==> config.mk <==
export PLATFORM = sky130hd
export DESIGN_NAME = code_conv_sched
export DESIGN_NICKNAME = d
export VERILOG_FILES = /design/src/rtl/code_conv_sched.sv
export SDC_FILE = /design/constraint.sdc
export NUM_CORES = 1
export LEC_CHECK = 0
export BUFFER_PORTS_ARGS = -buffer_cell sky130_fd_sc_hd__buf_4
export CORE_UTILIZATION = 35
export DETAILED_ROUTE_END_ITERATION = 8
export PLACE_DENSITY = 0.69
export SYNTH_ARGS = -nofsm -noshare
export SYNTH_HDL_FRONTEND = slang
export SYNTH_SLANG_ARGS = --single-unit
==> constraint.sdc <==
create_clock -name clk -period 4.25 [get_ports clk]
set_input_delay 0.6375 -clock clk [delete_from_list [all_inputs] [get_ports clk]]
set_output_delay 0.6375 -clock clk [all_outputs]
set_load 0.01 [all_outputs]
==> src/rtl/code_conv_sched.sv <==
// Round-robin arbiter that time-shares one bank of combinational code converters
// (BCD, Gray, Hamming) among three requesters and returns the registered result.
module code_conv_sched #(
    parameter int WAIT_CYCLES = 1
) (
    input  logic        clk,
    input  logic        reset,
    input  logic [2:0]  req,
    input  logic [11:0] req_data,
    input  logic [5:0]  req_code,
    output logic [3:0]  bn,
    input  logic [3:0]  bcd_in,
    input  logic [3:0]  gray_in,
    input  logic [6:0]  ham_in,
    output logic [2:0]  grant,
    output logic        busy,
    output logic        done,
    output logic [6:0]  result,
    output logic        err
);

    typedef enum logic [1:0] {IDLE, SETTLE, DONE} state_t;

    state_t      state_q, state_d;
    logic [3:0]  cnt_q, cnt_d;
    logic [3:0]  bn_q, bn_d;
    logic [1:0]  last_q, last_d;
    logic [1:0]  code_q, code_d;
    logic [2:0]  grant_q, grant_d;
    logic [6:0]  result_q, result_d;
    logic        err_q, err_d;
    logic [1:0]  cand0, cand1, pick;

    function automatic logic [1:0] nxt(input logic [1:0] p);
        return (p == 2'd2) ? 2'd0 : p + 2'd1;
    endfunction

    // Search order starts just after the previous owner; the previous owner is last.
    always_comb begin
        cand0 = nxt(last_q);
        cand1 = nxt(cand0);
        if (req[cand0])      pick = cand0;
        else if (req[cand1]) pick = cand1;
        else                 pick = last_q;
    end

    always_comb begin
        state_d  = state_q;
        cnt_d    = cnt_q;
        bn_d     = bn_q;
        last_d   = last_q;
        code_d   = code_q;
        grant_d  = grant_q;
        result_d = result_q;
        err_d    = err_q;
        case (state_q)
            IDLE: begin
                if (|req) begin
                    bn_d    = req_data[{pick, 2'b00} +: 4];
                    code_d  = req_code[{pick, 1'b0} +: 2];
                    grant_d = 3'b001 << pick;
                    last_d  = pick;
                    cnt_d   = 4'(WAIT_CYCLES);
                    state_d = SETTLE;
                end
            end
            SETTLE: begin
                cnt_d = cnt_q - 4'd1;
                // Converter outputs are sampled on the edge the counter hits zero.
                if (cnt_q == 4'd1) begin
                    state_d = DONE;
                    err_d   = 1'b0;
                    case (code_q)
                        2'b00:   result_d = {3'b000, bcd_in};
                        2'b01:   result_d = {3'b000, gray_in};
                        2'b10:   result_d = ham_in;
                        default: begin
                            result_d = '0;
                            err_d    = 1'b1;
                        end
                    endcase
                end
            end
            DONE: begin
                state_d = IDLE;
                grant_d = '0;
                err_d   = 1'b0;
            end
            default: state_d = IDLE;
        endcase
    end

    always_ff @(posedge clk or negedge reset) begin
        if (!reset) begin
            state_q  <= IDLE;
            cnt_q    <= '0;
            bn_q     <= '0;
            last_q   <= 2'd2;
            code_q   <= '0;
            grant_q  <= '0;
            result_q <= '0;
            err_q    <= 1'b0;
        end else begin
            state_q  <= state_d;
            cnt_q    <= cnt_d;
            bn_q     <= bn_d;
            last_q   <= last_d;
            code_q   <= code_d;
            grant_q  <= grant_d;
            result_q <= result_d;
            err_q    <= err_d;
        end
    end

    assign bn     = bn_q;
    assign grant  = grant_q;
    assign busy   = (state_q != IDLE);
    assign done   = (state_q == DONE);
    assign result = result_q;
    assign err    = err_q;

endmodule

==> metrics, run 1 <==
Area growth syn-to-layout 33.3%; wire per inst between 10 and 15 µm; vias in the first global route about 1,100; Peak VDD IR around 0.23 mV; ranking of synthesized cells by area dfrtp_1, o21ai_0, mux2_2; Port Buffers 54; status complete, no violations; Crit. Startpoint req[0]; die height 64.7 µm; CP endpoint kind register; Worst EP arrival roughly 2300 ps; fin nets 230; CP Max Fanout 16; PD cells between 600 and 700 nW/µm²; Primary FF master, synth dfrtp_1; DRT iter0 DRCs 58; Critical Path RT 4400 ps; placed cell count roughly 230; skew final 4.75 ps; Tot GR Track Use 15.7%; Synth cell types 34; detailed-route DRC error count 0; CTS clk-pin slew, worst paths about 90 ps; critical path class in -> reg; post_cts resized 0; worst reg-to-reg setup slack 2240 ps; cts bufs inserted 3; Hold Vio Cnt, Final 0; most frequent cell after synthesis dfrtp_1; ANT nets after route 0; share of cells above drive strength 1 roughly two fifths; cts hold-fix bufs 0; Post-synth ARST share 100%; syn avg cell area 9.96 µm²; leakage 0.870 nW; Skew-Pair Late Insertion Delay around 260 ps; post-synth top area cell dfrtp_1; global-route wire length before repair about 5100 µm; I/O pin count 55; worst-margin pin slew 652 ps; count of non-filler cells in the finished layout roughly 240; Seq/Total Area, Yosys 45.6%; clock sinks 25; Post-DP HPWL 2260 µm; filler cell count 371; routability cong. between 0.7 and 0.8; Die ar. 4180 µm²; Die X 64.7 µm; initial antenna violation count 0; Syn Inst Count 138; # Max-Cap Violations 0; Max Root-Sink Buffers 2; fin crit period 2130 ps; Starting Density 37.0%; Post-CTS Setup Bufs 0; commonest cells in the netlist dfrtp_1, nand2_1, o21ai_0; Cell Rows 22; RSZ-0062 raised after global routing false; grt ovf 0; hold slack ~270 ps; Pre-Repair DR Iteration Count 4; synthesis-stage register bit count 25; Final TNS setup 0 ps; Tcrit/Tclk final about 50%; HP Class in -> async; H-tree levels 1; Critical Path Start Type input pin; WL final 2970 µm; diode count 0; yosys warns 0; clk root buf clkbuf_8; via count 1,170; Synth Cell Area 1380 µm²; final setup fails 0; share of the synthesized area in the top cell type between 40% and 50%; Post-Syn Nets 178; Post-synth EDFFs 0; Peak Freq 0.470 GHz; Vias per Instance 4.94; relative slew slack ~57%; fin. max-slew vios 0; R2R Path Start last_q[1]; CTS tree done; core area 3720 µm²; largest net degree at the start of global routing 26
## cell families after synthesis
group / after synthesis / share of synthesized area, %
flops: 25 / 45.6
fa+ha+maj: 2 / 1.82
xor+xnor: 2 / 1.27
simple gates: 53 / 20.1
compound gates: 31 / 16.8
buf+inv: 14 / 5.73
mux: 11 / 8.64
## final cells by class
class                           count  area [µm²]  share of cell area (%)
Tap cell                           48        60.1                    3.28
Clock buffer                        4        45.0                    2.46
Multi-Input combinational cell     99         669                    36.5
Inverter                            7        26.3                    1.43
Timing Repair Buffer               54         405                    22.1
Sequential cell                    25         627                    34.2
## per-layer routing
layer / share of wire, % / track usage, %
met2: 46 / 26.4
met4: 0.91 / 4.17
met1: 47 / 20.9
met5: 0 / 0
met3: 6.0 / 2.29
## worst max-delay path: stages
cell and delay (ps):
buf_4 120, and2_4 190, o32ai_4 610, mux2_2 410, a221o_1 320
## final timing paths
| kind | to | depth (start not counted) |
|---|---|---|
| setup / recovery | code_q[1] | 5 |
| min in group clk | result[6] | 2 |
| max in group asynchronous | last_q[1] | 1 |
| setup reg to reg | code_q[1] | 4 |
| hold / removal | state_q[1] | 1 |
| hold reg to reg | result[6] | 2 |
## registers in the layout, indices dropped and copies added (netlist names)
register / count
state_q: 2
code_q: 2
bn: 4
grant: 3
last_q: 2
cnt_q: 4
result: 7
err: 1
## through the flow
stage	area (µm²)	worst slack, ps	utilization, %	total power [W]
floorplan	1380	2290	-	0.000859
global placement	1790	1860	48.1	0.00104
detailed placement	1790	1830	48.1	0.00106
CTS	1830	2120	49.3	0.00120
global route	1830	2040	49.3	0.00129
finish	1830	2120	49.3	0.00118
## layout by cell type (no fill, tap or decap), types with 2 or more instances in the layout
| cell | synthesis | routed |
|---|---|---|
| dfrtp_1 | 24 | 24 |
| a221o_1 | 6 | 6 |
| nor2b_1 | 4 | 4 |
| nor4_1 | 6 | 6 |
| mux2i_1 | 4 | 4 |
| nand2b_1 | 2 | 2 |
| inv_1 | 7 | 7 |
| o21ai_0 | 14 | 14 |
| nand3_1 | 12 | 12 |
| buf_4 | 1 | 54 |
| a21oi_1 | 6 | 6 |
| nand2_1 | 14 | 14 |
| o31ai_1 | 2 | 2 |
| ha_1 | 2 | 2 |
| clkbuf_8 | 0 | 3 |
| nor2_1 | 6 | 6 |
| mux2_2 | 6 | 6 |
## where the power goes
group	switching [W]	internal, W
registers	0.0000883	0.000348
logic	0.000312	0.000295
clock network	0.0000715	0.0000669
No activity file was read; power rests on OpenSTA's default activity.
==> inputs of run 2 (changes only) <==
--- a/config.mk
+++ b/config.mk
@@ -5,10 +5,11 @@
 export SDC_FILE = /design/constraint.sdc
 export NUM_CORES = 1
 export LEC_CHECK = 0
+export ABC_AREA = 1
 export BUFFER_PORTS_ARGS = -buffer_cell sky130_fd_sc_hd__buf_4
 export CORE_UTILIZATION = 35
 export DETAILED_ROUTE_END_ITERATION = 8
-export PLACE_DENSITY = 0.69
+export PLACE_DENSITY = 0.71
 export SYNTH_ARGS = -nofsm -noshare
 export SYNTH_HDL_FRONTEND = slang
 export SYNTH_SLANG_ARGS = --single-unit
==> constraint.sdc (replaced) <==
create_clock -name clk -period 1.8 [get_ports clk]
set_input_delay 0.27 -clock clk [delete_from_list [all_inputs] [get_ports clk]]
set_output_delay 0.27 -clock clk [all_outputs]
set_load 0.01 [all_outputs]
==> run 2 against run 1 <==
Synthesized cell count grew 43%. Worst setup slack lost 2000 ps. Global-route usage grew 2.3 points. Clock skew shrank 1.3 ps.
==> metrics, run 2 <==
PD cells 1650 nW/µm² (+160%); Int Power 0.00174 W (+150%); Critical-path top delay cell dfstp_2; pre-CTS setup slack 116 ps (-1710 ps); NetSw 0.00151 W (+220%); clock sinks 25 (unchanged); core area 3800 µm² (+2.2%); routability cong. 0.775 (+3.8%); Syn Inst Count 197 (+43%); Hold Vio Cnt, Final 0 (unchanged); Peak VDD IR 0.798 mV (+240%); Pre-Repair DR Iteration Count 4 (unchanged); R2R cell count 9 (+5); Crit path largest cell delay 610 ps (about the same); Post-synth ARST share 100% (unchanged); CTS clk-pin slew, worst paths 90 ps (about the same); die height 66.2 µm (+2.3%); HP Start ham_in[4]; combinational power share 57.8% (+6.5 points); Area growth syn-to-layout 36.6%; most frequent cell after synthesis nand2_1; via count 1,436 (+23%); Net Sw Frac 46.5% (+6.6 points); RSZ-0062 raised after global routing false; Post-CTS Setup Bufs 0 (unchanged); final setup fails 0 (unchanged); fin crit period between 1500 and 2000 ps; Skew-Pair Late Insertion Delay 260 ps (about the same); cts bufs inserted 3 (unchanged); fin nets 295 (+28%); HP Class in -> reg; ANT nets after route 0 (unchanged); syn avg cell area 7.32 µm² (-27%); Critical Path Start Type register; Synth cell types 24 (-29%); synthesis-stage register bit count 25 (unchanged); relative slew slack 73.0% (+17 points); most frequent cells in the layout buf_4, nand2_1, inv_1; WHS Path Cells 3; CP endpoint kind register; Port Buffers 54 (unchanged); global-route wire length before repair 6120 µm (+19%); share of the synthesized area in the top cell type 41.7% (-2.0 points); critical path class reg -> reg; Tot GR Track Use 17.9% (+2.3 points); post-synth top area cell dfrtp_1; Seq/Total Area, Yosys 43.5% (-2.1 points); Peak Freq ~0.6 GHz; RR Endpoint grant[0]; most common cell after layout, fill and taps aside buf_4; H-tree levels 1 (unchanged); Synth Cell Area 1440 µm² (+4.8%); share of cells above drive strength 1 28.0% (-10 points); Cell Rows 22 (unchanged); initial antenna violation count 0 (unchanged); vias in the first global route 1,441 (+26%); number of flip-flops in the largest register 7 (unchanged); Die X 66.2 µm (+2.3%); Max Root-Sink Buffers 2 (unchanged); status complete, no violations; cells along the critical path nor2_2 > nand2_2 > nand2_1 > nor2_1 > nand3_4 > nand2_4 > nor2_1 > nand2_1 > o21ai_0; Primary FF master, synth dfrtp_1; Worst EP arrival 1780 ps (-500 ps); DRT iter0 DRCs 84 (+45%); yosys warns 0 (unchanged); sequential power share 31.7% (-5.2 points); WL final 3610 µm (+21%); CP Max Fanout 13 (-3); Post-synth EDFFs 0 (unchanged); # Max-Cap Violations 0 (unchanged); worst reg-to-reg setup slack 160 ps (-2080 ps); Starting Density 37.9% (+0.94 points); CTS tree done; ranking of synthesized cells by area dfrtp_1, nand2_1, nand3_1; skew final 3.47 ps (-1.28 ps); worst-margin pin slew 403 ps (-249 ps); Die ar. 4380 µm² (+4.7%); largest net degree at the start of global routing 26 (unchanged); clk root buf clkbuf_8; fin. max-slew vios 0 (unchanged); wire per inst 12.0 µm (-4.7%); I/O pin count 55 (unchanged); Vias per Instance 4.75 (-3.7%); Post-DP HPWL 2820 µm (+25%); Worst Hold End result[4]; R2R Path Start last_q[1]; Tcrit/Tclk final 91.0%; Final TNS setup 0 ps (unchanged); diode count 0 (unchanged); Critical Path RT 1940 ps (-2460 ps); detailed-route DRC error count 0 (unchanged); leakage 1.05 nW (+21%); Post-Syn Nets 237 (+33%); commonest cells in the netlist nand2_1, inv_1, dfrtp_1; PnR worst setup slack 163 ps (-1960 ps); grt ovf 0 (unchanged); clock network power share 10.4% (-1.3 points)
run 2: metrics by stage:
stage / util, % / power (W) / cell area [µm²] / cells / hold WS [ps]
floorplan: - / 0.00230 / 1440 / 197 / -25.6
global placement: 49.9 / 0.00282 / 1900 / 297 / 191
detailed placement: 49.9 / 0.00288 / 1900 / 297 / 200
CTS: 51.4 / 0.00322 / 1950 / 302 / 221
global route: 51.8 / 0.00359 / 1970 / 302 / 240
finish: 51.8 / 0.00326 / 1970 / 302 / 222
run 2: power by group through the flow:
stage / sequential (W) / combinational (W) / clock (W)
floorplan: 0.00105 / 0.00124 / 0
global placement: 0.00103 / 0.00179 / 0
detailed placement: 0.00104 / 0.00184 / 0
CTS: 0.00103 / 0.00184 / 0.000345
global route: 0.00107 / 0.00215 / 0.000362
finish: 0.00103 / 0.00188 / 0.000339
run 2: cells by family (layout without fill, tap and decap cells):
family	Yosys count	after routing	synth area share [%]
AND/OR/NAND/NOR	114	114	35.1
buffers and inverters	32	89	9.38
AO/OA/AOI/OAI	24	24	10.3
flip-flops	25	25	43.5
adder cells (fa/ha/maj)	2	2	1.74
run 2: worst max-delay path: cells and delay by family, from the launching register on:
kind / cells / cell delay [ps]
DFF: 1 / 610
AOI/OAI and AO/OA: 1 / 90
and+or+nand+nor: 8 / 800
run 2: layer usage:
layer / up-vias / share of wire [%] / global-route usage (%)
li1: 754 / - / -
met1: 647 / 47 / 22.9
met2: 33 / 48 / 31.9
met3: 2 / 4.2 / 2.24
met4: 0 / 0.53 / 4.26
met5: - / 0 / 0
run 2: layout make-up:
| cell class | count | area (µm²) |
|---|---|---|
| sequential | 25 | 627 |
| tap | 48 | 60.1 |
| timing repair buffer | 58 | 438 |
| fill | 394 | 1830 |
| clock buffer | 4 | 45.0 |
| multi-input combinational | 140 | 698 |
| inverter | 27 | 101 |
run 2: worst max-delay path by stage:
stage / slack, ps / cells after the start / startpoint / end
2_1_floorplan: 300 / 10 / last_q[1] / bn[3]
3_3_place_gp: 180 / 9 / last_q[1] / grant[0]
3_5_place_dp: 120 / 9 / last_q[1] / grant[0]
4_1_cts: 90 / 8 / last_q[0] / grant[0]
5_1_grt: 10 / 8 / last_q[1] / code_q[1]
6_report: 160 / 9 / last_q[1] / grant[0]
run 2: what timing repair did:
| item | CTS | global route |
|---|---|---|
| resized for setup | 0 | 3 |
| hold buffers | 1 | 0 |
| endpoints found under the setup margin | 0 | 9 |
| hold endpoints to repair | 24 | 0 |
==> inputs of run 3 (changes only) <==
--- a/config.mk
+++ b/config.mk
@@ -8,6 +8,7 @@
 export ABC_AREA = 1
 export BUFFER_PORTS_ARGS = -buffer_cell sky130_fd_sc_hd__buf_4
 export CORE_UTILIZATION = 35
+export CTS_CLUSTER_DIAMETER = 200
 export DETAILED_ROUTE_END_ITERATION = 8
 export PLACE_DENSITY = 0.71
 export SYNTH_ARGS = -nofsm -noshare
==> constraint.sdc (replaced) <==
create_clock -name clk -period 1.47 [get_ports clk]
set_input_delay 0.2205 -clock clk [delete_from_list [all_inputs] [get_ports clk]]
set_output_delay 0.2205 -clock clk [all_outputs]
set_load 0.01 [all_outputs]
==> run 3 against run 2 <==
The run now ends with setup timing left. Die area unchanged. Critical path depth up 1. Register-to-register slack worse by 320 ps. Worst setup slack worse by 320 ps. Clock power up 19%. First-iteration DRC count down 4.8%. Largest cell class unchanged. Highest routed layer unchanged.
==> metrics, run 3 (same netlist as run 2, synthesis figures left out) <==
share of cells above drive strength 1 38.4% (+10 points); Die ar. 4380 µm² (unchanged); CTS clk-pin slew, worst paths 90 ps (about the same); filler cell count 382 (-3.0%); number of flip-flops in the largest register 7 (unchanged); worst reg-to-reg setup slack -160 ps (-320 ps); diode count 0 (unchanged); Port Buffers 54 (unchanged); CP Max Fanout 6 (-7); Tcrit/Tclk final 111% (+20 points); die height 66.2 µm (unchanged); pre-CTS setup slack -67.1 ps (-183 ps); failing checks setup timing; H-tree levels 1 (unchanged); largest net degree at the start of global routing 26 (unchanged); Cell Rows 22 (unchanged); register area 627 µm² (unchanged); I/O pin count 55 (unchanged); Worst EP arrival 1800 ps (+20 ps); crit-path leading delay family simple AND/OR/NAND/NOR gates; final setup fails 10 (+10); CP endpoint kind register; Critical-path top delay cell dfstp_2; RSZ-0062 raised after global routing true; ANT nets after route 0 (unchanged); # Max-Cap Violations 0 (unchanged); Starting Density 37.9% (unchanged); leakage 1.15 nW (+9.6%); Critical Path Start Type register; placed instance area 2000 µm² (+5.3%); fin nets 309 (+4.7%); WHS Path Cells 3 (unchanged); routability cong. 0.801 (+3.4%); Buf+Inv Stages, Crit Path 2 (+2); fin. max-slew vios 0 (unchanged); fin crit period 1630 ps (-5.31 ps); skew final 4.02 ps (+0.551 ps); PD cells 2140 nW/µm² (+29%); HP Class in -> reg; R2R cell count 10 (+1); DRT iter0 DRCs 80 (-4.8%); Area growth syn-to-layout 52.0%; Vias per Instance 4.89 (+2.8%); status finished, violations left; relative slew slack 78.8% (+5.8 points); Hold Vio Cnt, Final 0 (unchanged); multi-input logic area 766 µm² (+9.7%); WL final 3750 µm (+3.8%); Post-DP HPWL 2760 µm (-1.9%); wire per inst 11.9 µm (-0.80%); count of non-filler cells in the finished layout 316 (+4.6%); most frequent cells in the layout buf_4, nand2_1, dfrtp_1; clk root buf clkbuf_8; Max Root-Sink Buffers 2 (unchanged); clock sinks 25 (unchanged); Crit path largest cell delay 620 ps (about the same); Skew-Pair Late Insertion Delay 260 ps (about the same); CTS tree done; Die X 66.2 µm (unchanged); via count 1,545 (+7.6%); PnR worst setup slack -162 ps (-325 ps); most common cell after layout, fill and taps aside buf_4; cts bufs inserted 3 (unchanged); cells along the critical path inv_2 > nand3_1 > nand3_1 > nand2_2 > nand3_4 > clkbuf_16 > nand4_1 > nand2_1 > nor2_1 > nor2_1; Peak Freq 0.613 GHz (+0.33%); vias in the first global route 1,382 (-4.1%); Critical Path RT 1630 ps (-310 ps); detailed-route DRC error count 0 (unchanged); placed cell count 307 (+3.4%); grt ovf 0 (unchanged); CP Depth 10 (+1); worst-margin pin slew 318 ps (-85.5 ps); Pre-Repair DR Iteration Count 4 (unchanged); initial antenna violation count 0 (unchanged); critical path class reg -> reg; core area 3800 µm² (unchanged); Final Cell Area 2190 µm² (+11%); Tot GR Track Use 17.2% (-0.76 points); Peak VDD IR 1.02 mV (+28%); global-route wire length before repair 5820 µm (-4.9%)
==> run 3: cell count changes in the layout (fill, tap and decap cells not counted), sizes merged <==
| cell | before | now |
|---|---|---|
| buf | 57 | 70 |
| clkbuf | 4 | 5 |
==> run 3: final timing paths <==
path,endpoint,startpoint
worst max-delay path,bn[1],last_q[1]
worst min-delay path,result[4],ham_in[4]
worst max register to register,bn[1],last_q[1]
worst min register to register,result[1],result[1]
max in group asynchronous,last_q[1],reset
min in group asynchronous,cnt_q[3],reset
==> run 3: area by class of cell <==
class	instances	area share (%)
Clock buffer	4	2.06
Inverter	27	4.74
Multi-Input combinational cell	140	35.0
Sequential cell	25	28.6
Tap cell	48	2.74
Timing Repair Buffer	72	26.9
==> run 3: worst reg2reg max path: stages, from the launching register on <==
cell	delay, ps
dfstp_2	620
inv_2	80
nand3_1	120
nand3_1	100
nand2_2	80
nand3_4	110
clkbuf_16	180
nand4_1	60
nand2_1	60
nor2_1	90
nor2_1	40
==> run 3: report_power, final <==
| part | switching [W] | leakage (nW) | internal, W |
|---|---|---|---|
| registers | 0.000251 | 0.309 | 0.00102 |
| logic | 0.00161 | 0.822 | 0.00141 |
| clock network | 0.000210 | 0.0228 | 0.000194 |
| total | 0.00207 | 1.15 | 0.00262 |
==> run 3: what timing repair did <==
item / 4_1_cts / 5_1_grt
pin swaps: 0 / 11
setup buffers: 0 / 3
hold buffers: 1 / 0
gates cloned: 0 / 1
gates resized for setup: 1 / 28
endpoints found under the setup margin: 10 / 20
endpoints found under the hold margin: 24 / 0
==> run 3: stage by stage <==
stage	power (W)	util [%]	setup TNS (ps)	hold WS, ps
floorplan	0.00281	-	-24.8	-75.1
global placement	0.00380	52.5	-189	146
detailed placement	0.00385	52.5	-412	145
CTS	0.00426	54.1	-423	187
global route	0.00514	57.7	-2020	179
finish	0.00469	57.7	-1040	184
==> run 3: routing by layer <==
layer | track usage (%) | part of all wire (%) | vias to the layer above
met5 | 0 | 0 | -
met4 | 5.59 | 1.1 | 0
met3 | 2.41 | 5.3 | 4
met2 | 27.6 | 48 | 49
met1 | 23.7 | 46 | 712
li1 | - | - | 780
